## src/rtl/ib_debounce_ctrl.sv

```systemverilog
`default_nettype none
// ============================================================================
// Module : ib_debounce_ctrl
// Debounces N_CH input-buffer pad levels and reports each qualified level
// change as a round-robin event on a valid/ready handshake.
// Rev    : 1.0  initial release
// ============================================================================
module ib_debounce_ctrl #(
    parameter int N_CH        = 8,
    parameter int DB_CYCLES   = 16,
    parameter bit RESET_LEVEL = 1'b0
) (
    input  logic                                      clk,
    input  logic                                      rst,
    input  logic [N_CH-1:0]                           pad_i,
    output logic [N_CH-1:0]                           level_o,
    output logic                                      ev_valid,
    input  logic                                      ev_ready,
    output logic [((N_CH > 1) ? $clog2(N_CH) : 1)-1:0] ev_ch,
    output logic                                      ev_level,
    output logic [N_CH-1:0]                           overrun_o,
    input  logic                                      overrun_clr
);

    localparam int               c_CHW     = (N_CH > 1) ? $clog2(N_CH) : 1;
    localparam int               c_CW      = $clog2(DB_CYCLES) + 1;
    localparam logic [c_CW-1:0]  c_CNT_MAX = c_CW'(DB_CYCLES - 1);
    localparam logic [c_CHW:0]   c_NCH     = (c_CHW + 1)'(N_CH);
    localparam logic [c_CHW-1:0] c_LAST_CH = c_CHW'(N_CH - 1);
    localparam logic [N_CH-1:0]  c_RST_VEC = {N_CH{RESET_LEVEL}};

    typedef enum logic [0:0] {
        S_IDLE    = 1'b0,
        S_PRESENT = 1'b1
    } state_t;

    state_t            state_q, state_d;
    logic [N_CH-1:0]   sync1_q, sync2_q;
    logic [N_CH-1:0]   stable_q, stable_d;
    logic [N_CH-1:0]   pending_q, pending_d;
    logic [N_CH-1:0]   overrun_q, overrun_d;
    logic [N_CH-1:0]   toggle, clr;
    logic [c_CW-1:0]   cnt_q [N_CH];
    logic [c_CW-1:0]   cnt_d [N_CH];
    logic [c_CHW-1:0]  rr_q, rr_d;
    logic [c_CHW-1:0]  ev_ch_q, ev_ch_d;
    logic              ev_level_q, ev_level_d;
    logic              sel_found;
    logic [c_CHW-1:0]  sel_idx;
    logic [c_CHW:0]    cand;

    // A channel toggles after DB_CYCLES consecutive synced disagreements.
    always_comb begin
        toggle   = '0;
        stable_d = stable_q;
        for (int c = 0; c < N_CH; c++) begin
            cnt_d[c] = '0;
            if (sync2_q[c] != stable_q[c]) begin
                if (cnt_q[c] == c_CNT_MAX) begin
                    toggle[c]   = 1'b1;
                    stable_d[c] = ~stable_q[c];
                end else begin
                    cnt_d[c] = cnt_q[c] + c_CW'(1);
                end
            end
        end
    end

    always_comb begin
        sel_found = 1'b0;
        sel_idx   = '0;
        cand      = '0;
        for (int i = 0; i < N_CH; i++) begin
            cand = {1'b0, rr_q} + (c_CHW + 1)'(i);
            if (cand >= c_NCH) begin
                cand = cand - c_NCH;
            end
            if (!sel_found && pending_q[cand[c_CHW-1:0]]) begin
                sel_found = 1'b1;
                sel_idx   = cand[c_CHW-1:0];
            end
        end
    end

    always_comb begin
        state_d    = state_q;
        clr        = '0;
        rr_d       = rr_q;
        ev_ch_d    = ev_ch_q;
        ev_level_d = ev_level_q;
        case (state_q)
            S_IDLE: begin
                if (sel_found) begin
                    clr[sel_idx] = 1'b1;
                    ev_ch_d      = sel_idx;
                    ev_level_d   = stable_q[sel_idx];
                    state_d      = S_PRESENT;
                end
            end
            S_PRESENT: begin
                if (ev_ready) begin
                    rr_d    = (ev_ch_q == c_LAST_CH) ? '0 : ev_ch_q + c_CHW'(1);
                    state_d = S_IDLE;
                end
            end
            default: state_d = S_IDLE;
        endcase
        // A toggle landing on the cycle its pending bit is consumed is not a loss.
        pending_d = (pending_q & ~clr) | toggle;
        overrun_d = (overrun_clr ? '0 : overrun_q) | (toggle & pending_q & ~clr);
    end

    always_ff @(posedge clk) begin
        if (rst) begin
            state_q <= S_IDLE;
        end else begin
            state_q <= state_d;
        end
    end

    always_ff @(posedge clk) begin
        if (rst) begin
            sync1_q    <= c_RST_VEC;
            sync2_q    <= c_RST_VEC;
            stable_q   <= c_RST_VEC;
            cnt_q      <= '{default: '0};
            pending_q  <= '0;
            overrun_q  <= '0;
            rr_q       <= '0;
            ev_ch_q    <= '0;
            ev_level_q <= 1'b0;
        end else begin
            sync1_q    <= pad_i;
            sync2_q    <= sync1_q;
            stable_q   <= stable_d;
            cnt_q      <= cnt_d;
            pending_q  <= pending_d;
            overrun_q  <= overrun_d;
            rr_q       <= rr_d;
            ev_ch_q    <= ev_ch_d;
            ev_level_q <= ev_level_d;
        end
    end

    assign level_o   = stable_q;
    assign ev_valid  = (state_q == S_PRESENT);
    assign ev_ch     = ev_ch_q;
    assign ev_level  = ev_level_q;
    assign overrun_o = overrun_q;

endmodule
`default_nettype wire

```

## config.mk

```make
export PLATFORM = sky130hd
export DESIGN_NAME = ib_debounce_ctrl
export DESIGN_NICKNAME = d
export VERILOG_FILES = /design/src/rtl/ib_debounce_ctrl.sv
export SDC_FILE = /design/constraint.sdc
export NUM_CORES = 1
export LEC_CHECK = 0
export ABC_AREA = 1
export CAP_MARGIN = 25
export CORE_UTILIZATION = 50
export DETAILED_ROUTE_END_ITERATION = 16
export GPL_TIMING_DRIVEN = 1
export PLACE_DENSITY = 0.67
export SYNTH_ARGS = -nofsm -noshare
export SYNTH_HDL_FRONTEND = slang
export SYNTH_SLANG_ARGS = --single-unit
```

## constraint.sdc

```tcl
create_clock -name clk -period 6.06 [get_ports clk]
set_input_delay 1.212 -clock clk [delete_from_list [all_inputs] [get_ports clk]]
set_output_delay 1.212 -clock clk [all_outputs]
set_load 0.005 [all_outputs]
```

* Yosys cells after proc, flatten, opt, wreduce, memory -nomap -nowiden *
Index checks and enable logic that the tools add are counted.

cells by class
  order comparisons = 18
  multiply operators = 0
  equal/unequal tests = 17
  add/subtract/negate cells = 24
  reduce and logical (&&, ||, !) cells = 33
  divide/modulo/power cells = 0
  bitwise operators = 23
  muxes and demuxes = 67
  shift operators = 0

operator list
  cell                                                  count
  2-to-1 mux 3 bit                                      17
  adder 5 x 1 -> 5 bit (second input constant)          8
  equality test 5 x 4 -> 1 bit (second input constant)  8
  < comparator 3 x 4 -> 1 bit (second input constant)   9
  2-to-1 mux 1 bit                                      36
  >= comparator 4 bit (second input constant)           7
  binary-select mux 1 bit (select 3 bit)                9
  bitwise AND 8 bit                                     3
  2-to-1 mux 8 bit                                      3
  OR reduction 3 bit                                    8
  subtractor 3 x 1 -> 3 bit (second input constant)     8
  AND reduction 2 bit                                   10
  NOT 1 bit                                             17
  adder 3 x 3 -> 4 bit (second input constant)          4
  OR 8 bit                                              2
  adder 3 x 2 -> 4 bit (second input constant)          2
  logical AND 1 bit                                     8
  != test 1 bit                                         8
  NOT 8 bit                                             1
  logical NOT 1 bit                                     7
  adder 3 x 1 -> 4 bit (second input constant)          1
  >= comparator 3 x 4 -> 1 bit (second input constant)  1
  adder 3 x 1 -> 3 bit (second input constant)          1
  demux 1 bit (select 3 bit)                            1
  3 further kinds                                       3

word-level totals
  ROM bits = 0
  memories = 0
  word-level logic and storage cells = 206
  input port bits = 12
  output and inout bits = 21
  bits in writable memories = 0
  bits in registers = 88
  bits in latches = 0

* Longest topological paths before layout *
Gate-level depths: netlist (run 1).

  word-level depth = 35
  gate-level depth with buffers = 23
  mapped depth without buffers = 21

* Least setup slack after synthesis (run 1) *
No wires, ideal clock.

  path type = register to register
  start point = register rr_q[0]
  end point = register overrun_q[5], in the netlist overrun_o[5]
  setup time = 0.132 ns
  path slack = 3.506 ns
  arrival time = 2.422 ns
  data required time = 5.928 ns
  buffers on the path = 2
  stages on the path, launching flop included = 19
  clock period less this slack = 2.554 ns
  cell sequence = dfxtp_1 buf_6 inv_2 buf_6 ha_1 inv_1 nand3_1 nand3_2 nand2_4 nor2_8 nand4_4 nor2_4 nand3_1 nand3_2 nand2_4 nor2_2 nand2_1 nand3b_1 a21oi_1

on the way
  word-level cells in the longest chain between the ends = 35
  elaborated cells between the ends (all ways) = 87
  those cells by class = 15 x add/sub; 10 x order compare; 44 x mux; 3 x bitwise; 15 x reduce/logical

ends and longest elaborated chain
  item                                                           RTL line  text
  start, declared                                                45        logic [c_CHW-1:0] rr_q, rr_d;
  start signal, assigned                                         139       rr_q <= rr_d;
  branches (longest 30 deep; another with adder 3 x 1 -> 4 bit)  n/a
  2-to-1 mux 8 bit *                                             93        if (sel_found) begin
  2-to-1 mux 8 bit *                                             91        case (state_q)
  NOT 8 bit *                                                    110       overrun_d = (overrun_clr ? '0 : overrun_q) | (toggle & pending_q & ~clr);
  bitwise AND 8 bit *                                            110
  OR 8 bit *                                                     110
  end signal, assigned                                           138       overrun_q <= overrun_d;
  end, declared                                                  41        logic [N_CH-1:0] overrun_q, overrun_d;

Every way passes the cells marked *. The select of a mux whose other input is x is not followed.
A chain may end at the register's enable or synchronous reset.

* Final worst setup path (run 1) *
  start point = register rr_q[1]
  end point = register overrun_q[5], in the netlist overrun_o[5]

The elaborated chain is that of the path after synthesis.

==> results.ini, run 1 <==
[status]
status = completed

[finish]
fillCellCount = 756
num_antenna_cells = 0
seq_area_mm2 = 0.00176
final_net_count = 613
drive_gt1_frac = 0.0802
multi_input_area_mm2 = 0.00201
synthToLayoutAreaGrowth_pct = 14.0
design_area_mm2 = 0.00471

[clock_tree]
cts_tree = built
clock_path_buffers = 2
clock_latency_ns = 0.36
cts.sinks = 88
postCtsSetupBuffers = 0
clock-root-buffer = clkbuf_8
cts.clk_slew.worst_paths_ns = 0.09
cts_hold_buffers = 0
cts_resized = 0
cts-buffers-inserted = 9
ctsHtreeMaxLevel = 3

[place]
gp_congestion = 0.980
port_buffers = 32
placedInstanceArea_mm2 = 0.00453
dp_hpwl_um = 6370

[grt]
overflow = 0
grt_pass1_vias = 3279
antenna_found_initial = 0
grt_max_degree = 35
grtUsageTotal = 0.210
grt_pass1_wl_um = 14200

[die]
io_pins = 33
num_rows = 32
coreArea_mm2 = 0.00785
start_util = 0.527
die_h_um = 92.9
die_w_um = 92.9
fp.dieArea_mm2 = 0.00863

[power_and_ir_drop]
p_switching_uw = 727
p_comb_frac = 0.422
swShare = 0.420
p_leak_uw = 0.00203
p_per_area_mw_per_mm2 = 367
clkPwrFrac = 0.212
sequentialPowerShare = 0.366
ir_worst_vdd_v = 0.000217
internal-power_uw = 1000

[detailed_routing]
top_layer = met4
wl_met1_um = 3870
drt_iter0_markers = 240
wl_met3_um = 295
ant_nets = 0
post_drt_wl_per_cell_um = 12.0
drc = 0
routed_wl_um = 8260
num_vias = 3473
wl_met2_um = 3920
via_per_inst = 5.05
first_pass_iters = 5

[sta]
hold_violations = 0
tns_ns = 0
maxSlewHeadroom = 0.551
fin_crit_sh = 0.526
finalClockSkew_ns = 0.0157
whs_ns = 0.401
tightest_slew_ns = 0.672
setup_violations = 0
slew_viol_final = 0
fin_crit_ns = 3.19
max_freq_mhz = 314
rsz0062_at_grt = false

[synthesis]
ys.flop_type = dfxtp_1
ys_warn_count = 0
synth_seq_cells = 88
netlist_area_mm2 = 0.00413
seq_area_frac_synth = 0.426
ys_types = 33
synth_fp_nets = 579
synth-edff-count = 0
syn_inst = 547
synth_async_sr_flop_share = 0
synth_area_per_cell_um2 = 7.56

[hold_path]
hold_path.class = register to register

[run]
max_cap_violations = 0

[setup_path]
worst_setup_path_end_kind = register
cp_data_required_time_ns = 6.29
cp.arrival_ns = 3.42
critPathMaxFanout = 10
critPathKind = register to register
startpoint_type = register

cell usage after synthesis, types with 2 or more instances:
master	count	area, um2
nand2_1	92	345
nor2_1	89	334
dfxtp_1	88	1760
inv_1	77	289
nand3_1	48	240
a21oi_1	26	130
ha_1	20	250
o21ai_0	16	80.1
xor2_1	10	87.6
nand2_2	9	56.3
nand3_2	8	80.1
nand3b_1	8	60.1
nor3b_1	8	60.1
o21bai_1	7	52.6
clkbuf_1	6	22.5
nand4_1	5	31.3
inv_2	4	15.0
nand2_4	3	33.8
nor2_2	3	18.8
o21a_1	3	22.5
buf_4	2	15.0
buf_6	2	22.5
nor3_1	2	10.0
xnor2_1	2	17.5
stage by stage:
| stage | worst slack (ns) | total power, uW | cells | utilization |
|---|---|---|---|---|
| 3_5_place_dp | 2.92 | 1370 | 672 | 0.577 |
| 6_report | 2.87 | 1730 | 688 | 0.600 |
| 3_3_place_gp | 2.98 | 1360 | 672 | 0.577 |
| 2_1_floorplan | 3.51 | 1210 | 547 | - |
| 4_1_cts | 2.94 | 1740 | 688 | 0.600 |
| 5_1_grt | 2.63 | 1870 | 688 | 0.600 |
state kept, by name, summed over array words and instances, names as in the netlist:
register   cells
cnt_q         40
level_o        8
overrun_o      8
pending_q      8
sync1_q        8
sync2_q        8
ev_ch          3
rr_q           3
ev_level       1
ev_valid       1
power groups by stage:
stage	Combinational, uW	Sequential, uW	Clock (uW)
after floorplan	576	631	0
after global placement	711	647	0
after detailed placement	718	647	0
after CTS	723	634	380
after global routing	824	638	404
final	729	634	367
layout make-up:
class                   instances  share of cell area
clock buffers                  11              0.0300
clock inverters                 5             0.00850
inverters                      81              0.0646
multi-input cells             368               0.426
flip-flops and latches         88               0.374
well taps                     102              0.0271
repair buffers                 33              0.0696
logic make-up (layout without fill, tap and decap cells):
family | Yosys count | in the layout | share of synthesized area
flops | 88 | 88 | 0.426
fa+ha+maj | 20 | 20 | 0.0606
simple gates | 279 | 279 | 0.323
buf+inv | 91 | 130 | 0.0881
compound gates | 57 | 57 | 0.0769
xor+xnor | 12 | 12 | 0.0254
worst paths after layout:
check                           slack [ns]  startpoint            to  cells after the start
worst min-delay path                  0.40  sync1_q[1]    sync2_q[1]                      2
worst max register to register        2.87     rr_q[1]  overrun_o[5]                     16
worst max-delay path                  2.87     rr_q[1]  overrun_o[5]                     16
worst min register to register        0.40  sync1_q[1]    sync2_q[1]                      2
placed cells by master, fill, tap and decap left out, drive strengths merged:
cell type	netlist	routed
a211oi	1	1
a21oi	26	26
a31oi	1	1
buf	4	1
clkbuf	6	11
clkdlybuf4s50	0	32
clkinv	0	4
dfxtp	88	88
ha	20	20
inv	81	82
nand2	104	104
nand3	56	56
nand3b	9	9
nand4	6	6
nor2	94	94
nor3	2	2
nor3b	8	8
o211ai	1	1
o21a	3	3
o21ai	17	17
o21bai	7	7
o22ai	1	1
xnor2	2	2
xor2	10	10
critical path, stage by stage (launching register included):
cell and delay [ns]:
dfxtp_1 0.60, inv_2 0.19, ha_1 0.40, inv_1 0.22
nand3_1 0.11, nand2_1 0.13, nand2_1 0.08, nand2_1 0.19
nand4_4 0.14, nor2_4 0.18, nand2_1 0.11, nand3b_2 0.16
nand2_4 0.10, nor2_2 0.16, nand2_1 0.11, nand3b_1 0.12
a21oi_1 0.07
layer usage:
layer / track usage / up-vias
met5: 0 / -
met4: 0.0910 / 0
met3: 0.0419 / 18
met2: 0.359 / 84
met1: 0.254 / 1564
li1: - / 1807
(Power assumes the default switching activity.)
==> run 2: changes to the inputs <==
--- a/config.mk
+++ b/config.mk
@@ -10,7 +10,7 @@
 export CORE_UTILIZATION = 50
 export DETAILED_ROUTE_END_ITERATION = 16
 export GPL_TIMING_DRIVEN = 1
-export PLACE_DENSITY = 0.67
+export PLACE_DENSITY = 0.7
 export SYNTH_ARGS = -nofsm -noshare
 export SYNTH_HDL_FRONTEND = slang
 export SYNTH_SLANG_ARGS = --single-unit
==> constraint.sdc (replaced) <==
create_clock -name clk -period 2.8 [get_ports clk]
set_input_delay 0.56 -clock clk [delete_from_list [all_inputs] [get_ports clk]]
set_output_delay 0.56 -clock clk [all_outputs]
set_load 0.005 [all_outputs]
==> run 2 against run 1 <==
  * Flip-flop and latch count is the same
  * First-iteration DRC count fell by 41%
  * Clock skew is essentially flat
  * Routed wire length fell by 1.2%
  * Hold slack improved by 0.0020 ns
  * Clock-buffer cell count shrank 1
  * Non-clock buffer count grew 7
  * Largest cell class unchanged
==> results.ini, run 2 (same netlist as run 1, synthesis figures left out) <==
[grt]
overflow = 0  ; unchanged
grtUsageTotal = 0.206  ; -0.00416
antenna_found_initial = 0  ; unchanged
grt_pass1_vias = 3236  ; -1.3%
grt_pass1_wl_um = 13900  ; -2.3%
grt_max_degree = 34  ; -2.9%

[detailed_routing]
ant_nets = 0  ; unchanged
via_per_inst = 4.95  ; -1.9%
routed_wl_um = 8160  ; -1.2%
post_drt_wl_per_cell_um = 11.7  ; -2.2%
drt_iter0_markers = 141  ; -41%
num_vias = 3443  ; -0.86%
first_pass_iters = 5  ; unchanged
drc = 0  ; unchanged

[finish]
layout_commonest_cell = nand2_1
final_cells = 695  ; +1.0%
largest_reg_flops = 40  ; unchanged
finish.utilization = 0.608  ; +0.00781
final_net_count = 620  ; +1.1%
layout_common_cells = 91 x nand2_1, 88 x nor2_1, 88 x dfxtp_1
num_antenna_cells = 0  ; unchanged
design_area_mm2 = 0.00477  ; +1.3%
largest-register = cnt_q
drive_gt1_frac = 0.0978  ; +0.0176
fillCellCount = 742  ; -1.9%
synthToLayoutAreaGrowth_pct = 15.4

[clock_tree]
ctsHtreeMaxLevel = 3  ; unchanged
clock_latency_ns = 0.35  ; about the same
cts-buffers-inserted = 9  ; unchanged
cts.sinks = 88  ; unchanged
cts_hold_buffers = 0  ; unchanged
cts.clk_slew.worst_paths_ns = 0.08  ; about the same
postCtsSetupBuffers = 0  ; unchanged
clock-root-buffer = clkbuf_8
cts_tree = built
cts_resized = 0  ; unchanged
clock_path_buffers = 2  ; unchanged

[sta]
hold_violations = 0  ; unchanged
max_freq_mhz = 394  ; +26%
maxSlewHeadroom = 0.561  ; +0.00957
tns_ns = 0  ; unchanged
rsz0062_at_grt = false
fin_crit_ns = 2.54  ; -0.651 ns
finalClockSkew_ns = 0.0158  ; +0.000101 ns
fin_crit_sh = 0.907  ; +0.380
slew_viol_final = 0  ; unchanged
setup_violations = 0  ; unchanged
tightest_slew_ns = 0.658  ; -0.0143 ns

[place]
placedInstanceArea_mm2 = 0.00458  ; +1.2%
port_buffers = 32  ; unchanged
place_inst = 679  ; +1.0%
dp_hpwl_um = 6300  ; -1.0%
gp_congestion = 0.997  ; +1.7%

[setup_path]
cp.arrival_ns = 2.76  ; -0.66 ns
r2r_cells = 16  ; unchanged
critPathMaxFanout = 10  ; unchanged
worst_setup_path_end_kind = register
critPathKind = register to register
cp_data_required_time_ns = 3.02  ; -3.27 ns
startpoint_type = register

[die]
coreArea_mm2 = 0.00785  ; unchanged
fp.dieArea_mm2 = 0.00863  ; unchanged
die_w_um = 92.9  ; unchanged
start_util = 0.527  ; unchanged
num_rows = 32  ; unchanged
die_h_um = 92.9  ; unchanged
io_pins = 33  ; unchanged

[power_and_ir_drop]
ir_worst_vdd_v = 0.000394  ; +82%
p_per_area_mw_per_mm2 = 802  ; +120%
p_leak_uw = 0.00206  ; +1.5%

[hold_path]
hold_depth = 2  ; unchanged
hold_path.class = register to register

[status]
status = completed

[run]
max_cap_violations = 0  ; unchanged

==> run 2: cell types whose count changed in the layout (fill, tap and decap cells not counted) <==
cell / change
nand2_2: +1
clkbuf_1: -1
buf_4: +7
clkinv_4: -2
nor2_4: +1
clkinv_2: +1
inv_1: -1
inv_2: +1
nand2_1: -1
clkinvlp_4: +2
nor2_1: -1
==> run 2: path summary, 6_finish.rpt <==
check / slack, ns / end / start
min reg2reg: 0.40 / sync2_q[5] / sync1_q[5]
min: 0.40 / sync2_q[5] / sync1_q[5]
max: 0.26 / overrun_o[1] / rr_q[0]
max reg2reg: 0.26 / overrun_o[1] / rr_q[0]
==> run 2: critical path: stages, from the launching register on <==
cell and delay (ns):
dfxtp_1 0.35, buf_4 0.19, ha_1 0.21, xor2_1 0.27, nand3_2 0.16, nand2_4 0.13
nor2_8 0.05, nand2_1 0.05, nor2_1 0.04, nor2_1 0.11, nand3_1 0.10, nor2_1 0.09
nand3_1 0.13, nor2_1 0.23, nand2_1 0.12, nand3b_1 0.11, a21oi_1 0.06
==> run 2: layer usage <==
| layer | track usage | routed length, um |
|---|---|---|
| met5 | 0 | 0 |
| met4 | 0.0795 | 123 |
| met3 | 0.0468 | 269 |
| met2 | 0.360 | 3920 |
| met1 | 0.243 | 3850 |
==> run 2: layout make-up <==
cell class / instances / area, um2 / share of cell area
inverters: 81 / 304 / 0.0637
multi-input cells: 368 / 2020 / 0.423
clock inverters: 6 / 42.5 / 0.00892
flip-flops and latches: 88 / 1760 / 0.369
clock buffers: 10 / 138 / 0.0288
well taps: 102 / 128 / 0.0268
repair buffers: 40 / 380 / 0.0797
==> run 2: per-stage QoR <==
| stage | power (uW) | hold slack (ns) | worst slack [ns] |
|---|---|---|---|
| 4_1_cts | 3800 | 0.403 | 0.172 |
| 5_1_grt | 4130 | 0.419 | 0.0455 |
| 6_report | 3830 | 0.403 | 0.262 |
| 2_1_floorplan | 2610 | 0.388 | 0.246 |
| 3_5_place_dp | 3010 | 0.392 | 0.197 |
| 3_3_place_gp | 3000 | 0.391 | 0.262 |
==> run 2: where the power goes <==
group	internal, uW	switching, uW
combinational	575	1110
sequential	1310	46.5
clock	348	442
total	2230	1600
